## src/rtl/riscv_pkg.sv

```systemverilog
// Core-wide constants shared by the execute-stage blocks.
package riscv_pkg;
   localparam int XLEN = 32;
endpackage

```

## src/rtl/div_ctrl_if.sv

```systemverilog
// Request/response handshake between the execute stage (master) and div_ctrl (slave).
interface div_ctrl_if #(
   parameter int XLEN  = riscv_pkg::XLEN,
   parameter int TAG_W = 5
);
   logic             req_valid;
   logic             req_ready;
   logic [1:0]       req_op;
   logic [XLEN-1:0]  req_a;
   logic [XLEN-1:0]  req_b;
   logic [TAG_W-1:0] req_tag;
   logic             resp_valid;
   logic             resp_ready;
   logic [XLEN-1:0]  resp_data;
   logic [TAG_W-1:0] resp_tag;

   modport master (
      output req_valid, req_op, req_a, req_b, req_tag, resp_ready,
      input  req_ready, resp_valid, resp_data, resp_tag
   );

   modport slave (
      input  req_valid, req_op, req_a, req_b, req_tag, resp_ready,
      output req_ready, resp_valid, resp_data, resp_tag
   );
endinterface

```

## src/rtl/div_ctrl.sv

```systemverilog
// Sequencer between execute and the iterative divider; resolves special cases and absorbs flushes.
// Optional DIV_REM_FUSE_EN adds a last-result cache so a DIV/REM pair shares one divide.
//   state  | meaning
//   IDLE   | ready for a request
//   FAST   | special case or cache hit, result formed without the divider
//   LAUNCH | waiting for divider idle to pulse div_start
//   WAIT   | divider running, waiting for div_done
//   DRAIN  | flushed while divider running, discard its result
//   RESP   | response presented, waiting for resp_ready
module div_ctrl
   import riscv_pkg::*;
#(
   parameter int TAG_W = 5
) (
   input  logic            clk,
   input  logic            reset,
   div_ctrl_if.slave       bus,
   input  logic            flush,
   output logic            busy,
   output logic            div_start,
   output logic            div_is_signed,
   output logic            div_is_rem,
   output logic [XLEN-1:0] div_dividend,
   output logic [XLEN-1:0] div_divisor,
   input  logic [XLEN-1:0] div_result,
   input  logic [XLEN-1:0] div_remainder,
   input  logic            div_done,
   input  logic            div_busy
);
   typedef enum logic [2:0] {S_IDLE, S_FAST, S_LAUNCH, S_WAIT, S_DRAIN, S_RESP} state_t;

   localparam logic [XLEN-1:0] INT_MIN = {1'b1, {(XLEN-1){1'b0}}};

   state_t           state_q, state_d;
   logic [1:0]       op_q, op_d;
   logic [XLEN-1:0]  a_q, a_d, b_q, b_d;
   logic [TAG_W-1:0] tag_q, tag_d;
   logic [XLEN-1:0]  resp_data_q, resp_data_d;
   logic [TAG_W-1:0] resp_tag_q, resp_tag_d;

   logic             accept, req_zero, req_ovf, req_hit;
   logic [XLEN-1:0]  fast_data;

`ifdef DIV_REM_FUSE_EN
   logic             c_valid_q, c_valid_d, c_signed_q, c_signed_d;
   logic [XLEN-1:0]  c_a_q, c_a_d, c_b_q, c_b_d, c_quo_q, c_quo_d, c_rem_q, c_rem_d;
   assign req_hit = c_valid_q && (bus.req_a == c_a_q) && (bus.req_b == c_b_q)
                    && (~bus.req_op[0] == c_signed_q);
`else
   assign req_hit = 1'b0;
`endif

   assign bus.req_ready  = (state_q == S_IDLE) && !flush && !reset;
   assign bus.resp_valid = (state_q == S_RESP) && !flush;
   assign bus.resp_data  = resp_data_q;
   assign bus.resp_tag   = resp_tag_q;
   assign busy           = (state_q != S_IDLE);
   assign div_is_signed  = ~op_q[0];
   assign div_is_rem     = op_q[1];
   assign div_dividend   = a_q;
   assign div_divisor    = b_q;

   assign accept   = bus.req_valid && bus.req_ready;
   assign req_zero = (bus.req_b == '0);
   assign req_ovf  = ~bus.req_op[0] && (bus.req_a == INT_MIN) && (bus.req_b == '1);

   // FAST re-derives its result from the captured operands; anything not special was a cache hit.
   always_comb begin
      fast_data = '0;
      if (b_q == '0)
         fast_data = op_q[1] ? a_q : '1;
      else if (~op_q[0] && (a_q == INT_MIN) && (b_q == '1))
         fast_data = op_q[1] ? '0 : a_q;
`ifdef DIV_REM_FUSE_EN
      else
         fast_data = op_q[1] ? c_rem_q : c_quo_q;
`endif
   end

   always_comb begin
      state_d     = state_q;
      op_d        = op_q;
      a_d         = a_q;
      b_d         = b_q;
      tag_d       = tag_q;
      resp_data_d = resp_data_q;
      resp_tag_d  = resp_tag_q;
      div_start   = 1'b0;
`ifdef DIV_REM_FUSE_EN
      c_valid_d   = c_valid_q;
      c_signed_d  = c_signed_q;
      c_a_d       = c_a_q;
      c_b_d       = c_b_q;
      c_quo_d     = c_quo_q;
      c_rem_d     = c_rem_q;
`endif
      case (state_q)
         S_IDLE: begin
            if (accept) begin
               op_d    = bus.req_op;
               a_d     = bus.req_a;
               b_d     = bus.req_b;
               tag_d   = bus.req_tag;
               state_d = (req_zero || req_ovf || req_hit) ? S_FAST : S_LAUNCH;
            end
         end
         S_FAST: begin
            if (flush) begin
               state_d = S_IDLE;
            end else begin
               resp_data_d = fast_data;
               resp_tag_d  = tag_q;
               state_d     = S_RESP;
            end
         end
         S_LAUNCH: begin
            div_start = !div_busy;
            if (flush)
               state_d = div_start ? S_DRAIN : S_IDLE;
            else if (div_start)
               state_d = S_WAIT;
         end
         S_WAIT: begin
            if (flush) begin
               state_d = div_done ? S_IDLE : S_DRAIN;
            end else if (div_done) begin
               resp_data_d = op_q[1] ? div_remainder : div_result;
               resp_tag_d  = tag_q;
               state_d     = S_RESP;
`ifdef DIV_REM_FUSE_EN
               c_valid_d   = 1'b1;
               c_signed_d  = ~op_q[0];
               c_a_d       = a_q;
               c_b_d       = b_q;
               c_quo_d     = div_result;
               c_rem_d     = div_remainder;
`endif
            end
         end
         S_DRAIN: begin
            if (div_done)
               state_d = S_IDLE;
         end
         S_RESP: begin
            if (flush || bus.resp_ready)
               state_d = S_IDLE;
         end
         default: state_d = S_IDLE;
      endcase
   end

   always_ff @(posedge clk) begin
      if (reset) begin
         state_q     <= S_IDLE;
         op_q        <= '0;
         a_q         <= '0;
         b_q         <= '0;
         tag_q       <= '0;
         resp_data_q <= '0;
         resp_tag_q  <= '0;
      end else begin
         state_q     <= state_d;
         op_q        <= op_d;
         a_q         <= a_d;
         b_q         <= b_d;
         tag_q       <= tag_d;
         resp_data_q <= resp_data_d;
         resp_tag_q  <= resp_tag_d;
      end
   end

`ifdef DIV_REM_FUSE_EN
   always_ff @(posedge clk) begin
      if (reset) begin
         c_valid_q  <= 1'b0;
         c_signed_q <= 1'b0;
         c_a_q      <= '0;
         c_b_q      <= '0;
         c_quo_q    <= '0;
         c_rem_q    <= '0;
      end else begin
         c_valid_q  <= c_valid_d;
         c_signed_q <= c_signed_d;
         c_a_q      <= c_a_d;
         c_b_q      <= c_b_d;
         c_quo_q    <= c_quo_d;
         c_rem_q    <= c_rem_d;
      end
   end
`endif
endmodule

```

## src/flat_wrapper.sv

```systemverilog
// flat-port wrapper written by rule: the top's interface ports become plain ports
module div_ctrl_flat import riscv_pkg::*;
#(
   parameter int TAG_W = 5
)
  (clk, reset, flush, busy, div_start, div_is_signed, div_is_rem, div_dividend, div_divisor, div_result, div_remainder, div_done, div_busy, bus_req_valid, bus_req_op, bus_req_a, bus_req_b, bus_req_tag, bus_resp_ready, bus_req_ready, bus_resp_valid, bus_resp_data, bus_resp_tag);
  div_ctrl_if #(.XLEN(XLEN), .TAG_W(TAG_W)) bus_i ();
  input  logic clk;
  input  logic reset;
  input  logic flush;
  output logic busy;
  output logic div_start;
  output logic div_is_signed;
  output logic div_is_rem;
  output logic [XLEN-1:0] div_dividend;
  output logic [XLEN-1:0] div_divisor;
  input  logic [XLEN-1:0] div_result;
  input  logic [XLEN-1:0] div_remainder;
  input  logic div_done;
  input  logic div_busy;
  input wire logic [$bits(bus_i.req_valid)-1:0] bus_req_valid;
  input wire logic [$bits(bus_i.req_op)-1:0] bus_req_op;
  input wire logic [$bits(bus_i.req_a)-1:0] bus_req_a;
  input wire logic [$bits(bus_i.req_b)-1:0] bus_req_b;
  input wire logic [$bits(bus_i.req_tag)-1:0] bus_req_tag;
  input wire logic [$bits(bus_i.resp_ready)-1:0] bus_resp_ready;
  output wire logic [$bits(bus_i.req_ready)-1:0] bus_req_ready;
  output wire logic [$bits(bus_i.resp_valid)-1:0] bus_resp_valid;
  output wire logic [$bits(bus_i.resp_data)-1:0] bus_resp_data;
  output wire logic [$bits(bus_i.resp_tag)-1:0] bus_resp_tag;
  assign bus_i.req_valid = bus_req_valid;
  assign bus_i.req_op = bus_req_op;
  assign bus_i.req_a = bus_req_a;
  assign bus_i.req_b = bus_req_b;
  assign bus_i.req_tag = bus_req_tag;
  assign bus_i.resp_ready = bus_resp_ready;
  assign bus_req_ready = bus_i.req_ready;
  assign bus_resp_valid = bus_i.resp_valid;
  assign bus_resp_data = bus_i.resp_data;
  assign bus_resp_tag = bus_i.resp_tag;
  div_ctrl #(.TAG_W(TAG_W)) u_core (.clk(clk), .reset(reset), .bus(bus_i), .flush(flush), .busy(busy), .div_start(div_start), .div_is_signed(div_is_signed), .div_is_rem(div_is_rem), .div_dividend(div_dividend), .div_divisor(div_divisor), .div_result(div_result), .div_remainder(div_remainder), .div_done(div_done), .div_busy(div_busy));
endmodule
```

## config.mk

```make
export PLATFORM = sky130hd
export DESIGN_NAME = div_ctrl_flat
export DESIGN_NICKNAME = d
export VERILOG_FILES = /design/src/rtl/riscv_pkg.sv /design/src/rtl/div_ctrl_if.sv /design/src/rtl/div_ctrl.sv /design/src/flat_wrapper.sv
export SDC_FILE = /design/constraint.sdc
export NUM_CORES = 1
export LEC_CHECK = 0
export BUFFER_PORTS_ARGS = -buffer_cell sky130_fd_sc_hd__buf_2
export CAP_MARGIN = 20
export CORE_MARGIN = 3
export CORE_UTILIZATION = 52
export CTS_BUF_LIST = sky130_fd_sc_hd__clkbuf_16
export DETAILED_ROUTE_END_ITERATION = 10
export PLACE_DENSITY_LB_ADDON = 0.05
export SYNTH_ARGS = -nofsm -noshare
export SYNTH_HDL_FRONTEND = slang
export SYNTH_SLANG_ARGS = --single-unit
```

## constraint.sdc

```tcl
create_clock -name clk -period 3.8 [get_ports clk]
set_clock_uncertainty 0.2 [all_clocks]
set_input_delay 0.76 -clock clk [delete_from_list [all_inputs] [get_ports clk]]
set_output_delay 0.76 -clock clk [all_outputs]
set_load 0.03 [all_outputs]
```

==> results of run 1 <==
critical path: cells and delay by family:
kind / cells / cell delay [ps]
simple gates: 1 / 150
buf+inv: 2 / 930
per-stage QoR:
step	instance area, µm²	hold slack, ps	setup WS (ps)
2_1_floorplan	5669	235.6	1140
3_5_place_dp	6869	257.4	1014
6_report	7151	262.2	999.7
4_1_cts	7151	267.2	1010
5_1_grt	7151	278.2	934.1
3_3_place_gp	6869	246.1	1021
layer usage:
layer	global-route usage	vias to the layer above	share of wire
met5	0	-	0.0011
met4	0.1084	4	0.024
met3	0.05096	41	0.080
met2	0.5032	329	0.49
met1	0.3898	2940	0.41
li1	-	3068	-
sequential cells by signal, summed over array words and instances (netlist names):
register / flops
u_core.bus.resp_data: 32
u_core.div_dividend: 32
u_core.div_divisor: 32
u_core.bus.resp_tag: 5
u_core.tag_q: 5
u_core.state_q: 3
u_core.op_q: 2
cell type report:
class / count / area, µm² / share of cell area
Tap cell: 136 / 170.2 / 0.02380
Clock inverter: 7 / 56.30 / 0.007874
Timing Repair Buffer: 260 / 1356 / 0.1897
Multi-Input combinational cell: 545 / 3104 / 0.4341
Inverter: 4 / 15.01 / 0.002100
Clock buffer: 9 / 225.2 / 0.03150
Sequential cell: 111 / 2223 / 0.3109
power groups by stage:
stage / combinational, mW / sequential, mW / clock, mW
CTS: 0.477 / 1.27 / 0.926
floorplan: 0.193 / 1.38 / 0
global placement: 0.467 / 1.30 / 0
detailed placement: 0.476 / 1.30 / 0
global route: 0.515 / 1.28 / 0.971
finish: 0.479 / 1.27 / 0.921
cells by family (layout without fill, tap and decap cells):
kind of cell / count (synthesis) / count (layout)
simple gates: 330 / 330
mux: 37 / 37
buf+inv: 69 / 280
compound gates: 178 / 178
flops: 111 / 111
Yosys cell counts, types with 6 or more instances:
master and number:
clkbuf_8 6, nor2_1 41, nand2_1 147, buf_2 19, a211oi_1 32, dfxtp_1 111, o21ai_0 105, nand4_1 16
mux2i_1 37, nand3_1 33, nor4_1 63, o31ai_1 34, clkbuf_1 37
final timing paths:
path	endpoint	cells after the start
max	bus_req_ready	3
min	u_core.tag_q[1]$_SDFFE_PP0P_	2
max reg2reg	u_core.bus.resp_data[30]$_SDFFE_PP0P_	5
min reg2reg	u_core.tag_q[1]$_SDFFE_PP0P_	2
==> impl_metrics.env, run 1 <==
export IMPL_firstDrtPassIters=8
export IMPL_insertedDiodeCount=0
export IMPL_cpPeakStageDelay_ps=700
export IMPL_slew_viol_final=0
export IMPL_numCtsBuffers=9
export IMPL_min_path_type="reg -> reg"
export IMPL_swShare=0.2972
export IMPL_htree_levels=3
export IMPL_dpl_hpwl_um=13960
export IMPL_ys_types=37
export IMPL_final_nets=1073
export IMPL_drive_above_1_share=0.3045
export IMPL_cts_hold_buf=0
export IMPL_finalSetupViolCount=0
export IMPL_path_cells="buf_2, nor3_1, buf_2"
export IMPL_grt_usage=0.3006
export IMPL_drt_iter0_markers=479
export IMPL_critical_path_class="in -> out"
export IMPL_sequentialPowerShare=0.476
export IMPL_clock_latency_ps=350
export IMPL_hold_viol_final=0
export IMPL_status="finished with violations"
export IMPL_p_sw_uw=794.6
export IMPL_rrSetupSlack_ps=1210
export IMPL_ys_flop_type="dfxtp_1"
export IMPL_fin_cells=1072
export IMPL_async_reset_ff_frac=0
export IMPL_yosys_area_top_type="dfxtp_1"
export IMPL_p_int_mw=1.879
export IMPL_cellPowerDensity_nw_per_um2=373.9
export IMPL_vias=6382
export IMPL_avgViaCountPerCell=5.953
export IMPL_fmax_mhz=357.1
export IMPL_slew_headroom=0.2906
export IMPL_dp_cells=1056
export IMPL_final_cell_mix="buf_2 (248), nand2_1 (147), dfxtp_1 (110), o21ai_0 (105), nor4_1 (63)"
export IMPL_routedWlPerCell_um=18.14
export IMPL_synth_area_um2=5669
export IMPL_synth_edf_count=0
export IMPL_synth_top_area_frac=0.3920
export IMPL_synth_compound_area_share=0.1900
export IMPL_ys_seq_elements=111
export IMPL_pwr_share_clk=0.344
export IMPL_r2r_start="u_core.state_q[2]$_SDFFE_PP0P_"
export IMPL_tightest_slew_ps=1062
export IMPL_cts_path_max_buffers=2
export IMPL_core_um2=10460
export IMPL_violations="DRC"
export IMPL_clock_sinks=111
export IMPL_cts_tree="yes"
export IMPL_antenna_found_initial=2
export IMPL_power_total_mw=2.674
export IMPL_portBuffers=248
export IMPL_antenna_left=0
export IMPL_synth_top_family_by_area="simple AND/OR/NAND/NOR gates"
export IMPL_post_cts_setup_buffers=0
export IMPL_fillCellCount=922
export IMPL_synthTopCellsByArea="dfxtp_1 (39%), nand2_1 (9.7%), o21ai_0 (9.3%), nor4_1 (7.0%), mux2i_1 (6.5%)"
export IMPL_netlist_instances=725
export IMPL_cts_root_buf="clkbuf_16"
export IMPL_ys_warn_count=0
export IMPL_cpMostUsedCell="buf_2"
export IMPL_syn_area_per_cell_um2=7.820
export IMPL_synth_adder_area_share=0
export IMPL_arrival_ps=1840
export IMPL_leakagePower_nw=2.922
export IMPL_peakVddDrop_uv=210.9
export IMPL_crit_path_start="reset"
export IMPL_synth_area_mux_share=0.06533
export IMPL_grt_pass1_vias=5916
export IMPL_initial_core_util=0.5419
export IMPL_grt_max_degree=122
export IMPL_grt_ovfl_total=0
export IMPL_die_h_um=110.4
export IMPL_dieWidth_um=110.4
export IMPL_setup_worst_path_end_class="output pin"
export IMPL_fin_setup_tns_ps=0
export IMPL_period_needed_ps=2800
export IMPL_drv_cap=0
export IMPL_fin_crit_sh=0.7369
export IMPL_final_core_util=0.6834
export IMPL_synth_xor_area_frac=0
export IMPL_worst_path_max_fanout=42
export IMPL_die_area_um2=12190
export IMPL_syn_to_final_growth_pct=26.13
export IMPL_gp_congestion=0.9752
export IMPL_grt_pass1_wl_um=30500
export IMPL_final_common_cell="buf_2"
export IMPL_start_kind="input pin"
export IMPL_num_rows=37
export IMPL_rsz0062_at_grt="no"
export IMPL_yosysSeqAreaShare=0.3920
export IMPL_timing_critical_path_slowest_stage_cell="buf_2"
export IMPL_synth_nets=867
export IMPL_drc=2
export IMPL_worstPathRequired_ps=2840
export IMPL_hp_start="u_core.tag_q[1]$_SDFFE_PP0P_"
export IMPL_io_pins=249
export IMPL_synthSimpleGateAreaFrac=0.2882
export IMPL_ctsResizeCount=0
export IMPL_drt_wl_total_um=19450
export IMPL_path_clk_slew_ps=70
export IMPL_power_frac_comb=0.179
No activity file was read; power rests on OpenSTA's default activity.
==> run 2: changes to the inputs <==
Settings changed: ABC_AREA from default to 1, CORE_UTILIZATION 52 to 47.
Clock period 3.8 ns to 2.75 ns, I/O delays scaled along.
==> impl_metrics.env, run 2 <==
export IMPL_netlist_instances=746
export IMPL_io_pins=249
export IMPL_synth_nets=888
export IMPL_regArea_um2=2222
export IMPL_cpLargestDelayFamily="flip-flops"
export IMPL_ys_flop_type="dfxtp_1"
export IMPL_gp_congestion=0.8709
export IMPL_drive_above_1_share=0.3278
export IMPL_fmax_mhz=417.7
export IMPL_r2r_start="u_core.state_q[2]$_SDFFE_PP0P_"
export IMPL_crit_buf_inv=2
export IMPL_cts_root_buf="clkbuf_16"
export IMPL_synthTopCellsByArea="dfxtp_1 (41%), o211ai_1 (8.7%), nand2_1 (6.3%), a21oi_1 (5.4%), inv_1 (5.0%)"
export IMPL_firstDrtPassIters=5
export IMPL_rrSetupSlack_ps=540
export IMPL_drt_wl_total_um=17330
export IMPL_worst_path_max_fanout=22
export IMPL_hold_viol_final=0
export IMPL_avgViaCountPerCell=5.427
export IMPL_synth_top_area_frac=0.4136
export IMPL_leakagePower_nw=3.308
export IMPL_swShare=0.3304
export IMPL_grt_pass1_vias=5733
export IMPL_portBuffers=248
export IMPL_syn_to_final_growth_pct=30.97
export IMPL_cts_hold_buf=0
export IMPL_cts_path_max_buffers=2
export IMPL_synth_top_family_by_area="compound AO/OA/AOI/OAI gates"
export IMPL_antenna_found_initial=0
export IMPL_synth_xor_area_frac=0
export IMPL_synth_area_mux_share=0
export IMPL_clock_sinks=111
export IMPL_reg2reg_depth=7
export IMPL_final_cell_mix="buf_2 (248), dfxtp_1 (111), nand2_1 (90), inv_1 (71), nor2_1 (67)"
export IMPL_yosysSeqAreaShare=0.4136
export IMPL_vias=6008
export IMPL_cts_tree="yes"
export IMPL_ctsResizeCount=0
export IMPL_synth_most_common_cell="dfxtp_1"
export IMPL_routedWlPerCell_um=15.66
export IMPL_dpl_hpwl_um=13030
export IMPL_grt_pass1_wl_um=27480
export IMPL_die_h_um=112.9
export IMPL_htree_levels=3
export IMPL_numCtsBuffers=9
export IMPL_yosys_area_top_type="dfxtp_1"
export IMPL_grt_max_degree=74
export IMPL_grt_usage=0.2626
export IMPL_synthSimpleGateAreaFrac=0.2215
export IMPL_p_sw_mw=1.547
export IMPL_drc=0
export IMPL_crit_end="div_is_rem"
export IMPL_dieWidth_um=112.9
export IMPL_post_cts_setup_buffers=0
export IMPL_num_rows=38
export IMPL_min_path_type="in -> reg"
export IMPL_cellPowerDensity_nw_per_um2=665.6
export IMPL_synth_common_cells="dfxtp_1 (111), nand2_1 (90), inv_1 (71), nor2_1 (68), o211ai_1 (62)"
export IMPL_insertedDiodeCount=0
export IMPL_path_cells="buf_4, buf_2"
export IMPL_pwr_share_clk=0.334
export IMPL_synth_adder_area_share=0
export IMPL_tightest_slew_ps=665.4
export IMPL_worstPathRequired_ps=2000
export IMPL_power_total_mw=4.684
export IMPL_setup_worst_path_end_class="output pin"
export IMPL_design_area_um2=7037
export IMPL_rsz0062_at_grt="no"
export IMPL_r2r_end="u_core.div_divisor[22]$_SDFFE_PP0P_"
export IMPL_synth_compound_area_share=0.2676
export IMPL_fin_setup_tns_ps=0
export IMPL_drv_cap=0
export IMPL_initial_core_util=0.4892
export IMPL_crit_path_start="u_core.op_q[1]$_SDFFE_PP0P_"
export IMPL_critical_path_class="reg -> out"
export IMPL_sequentialPowerShare=0.401
export IMPL_async_reset_ff_frac=0
export IMPL_power_frac_comb=0.265
export IMPL_multi_input_area_um2=2635
export IMPL_slew_viol_final=0
export IMPL_critical_path_depth=2
export IMPL_ys_seq_elements=111
export IMPL_syn_area_per_cell_um2=7.202
export IMPL_drt_iter0_markers=344
export IMPL_timing_critical_path_slowest_stage_cell="dfxtp_1"
export IMPL_antenna_left=0
export IMPL_final_nets=1104
export IMPL_p_int_mw=3.136
export IMPL_period_needed_ps=2394
export IMPL_core_um2=10980
export IMPL_final_common_cell="buf_2"
export IMPL_peakVddDrop_uv=312.4
export IMPL_ys_warn_count=0
export IMPL_start_kind="flop"
export IMPL_cpPeakStageDelay_ps=750
export IMPL_clock_latency_ps=340
export IMPL_placed_cell_area_um2=6675
export IMPL_final_core_util=0.6407
export IMPL_fin_crit_sh=0.8706
export IMPL_synth_area_um2=5373
export IMPL_status="completed"
export IMPL_synth_edf_count=0
export IMPL_die_area_um2=12750
export IMPL_path_clk_slew_ps=70
export IMPL_arrival_ps=1640
export IMPL_finalSetupViolCount=0
export IMPL_ys_types=27
export IMPL_slew_headroom=0.5558
export IMPL_grt_ovfl_total=0
export IMPL_fillCellCount=1078
run 2: tightest hold or removal path, delay by kind of cell:
family / cells / cell delay [ps]
buffers and inverters: 1 / 90
AND/OR/NAND/NOR: 2 / 100
run 2: through the flow:
step / worst slack (ps) / hold WS (ps) / cells
global placement: 583.0 / 242.5 / 1091
floorplan: 482.3 / 229.7 / 746
global route: 236.8 / 211.9 / 1107
CTS: 339.6 / 208.5 / 1107
finish: 355.9 / 220.0 / 1107
detailed placement: 509.1 / 247.2 / 1091
run 2: cell families after synthesis:
family	count (synthesis)
AOI/OAI and AO/OA	248
DFF	111
and+or+nand+nor	258
buffers and inverters	129
run 2: layer usage:
layer,global-route usage,share of wire,routed length (µm),vias to the layer above
met4,0.08894,0.023,405,0
li1,-,-,-,3016
met3,0.04545,0.073,1273,30
met5,0,0,0,-
met2,0.4708,0.49,8542,241
met1,0.3170,0.41,7111,2721
run 2: power by group through the flow:
stage	Clock, mW	Sequential (mW)	Combinational, mW
final	1.57	1.88	1.24
after global routing	1.66	1.89	1.36
after CTS	1.58	1.87	1.25
after detailed placement	0	1.91	1.23
after global placement	0	1.91	1.21
after floorplan	0	2.12	0.606
run 2: worst min path at each step:
stage | from | to | slack [ps] | cells after the start
after CTS | bus_req_a[6] | u_core.div_dividend[6]$_SDFFE_PP0P_ | 210 | 3
final | bus_req_a[18] | u_core.div_dividend[18]$_SDFFE_PP0P_ | 220 | 3
after floorplan | u_core.tag_q[0]$_SDFFE_PP0P_ | u_core.bus.resp_tag[0]$_SDFFE_PP0P_ | 230 | 2
after global placement | u_core.tag_q[2]$_SDFFE_PP0P_ | u_core.bus.resp_tag[2]$_SDFFE_PP0P_ | 240 | 2
after detailed placement | u_core.tag_q[2]$_SDFFE_PP0P_ | u_core.bus.resp_tag[2]$_SDFFE_PP0P_ | 250 | 2
after global routing | bus_req_a[6] | u_core.div_dividend[6]$_SDFFE_PP0P_ | 210 | 3
run 2: layout make-up:
cell class              count  share of cell area
flip-flops and latches    111              0.3158
clock inverters             7             0.01938
repair buffers            259              0.1935
multi-input cells         506              0.3745
well taps                 140             0.02489
clock buffers               9             0.03201
inverters                  75             0.04001
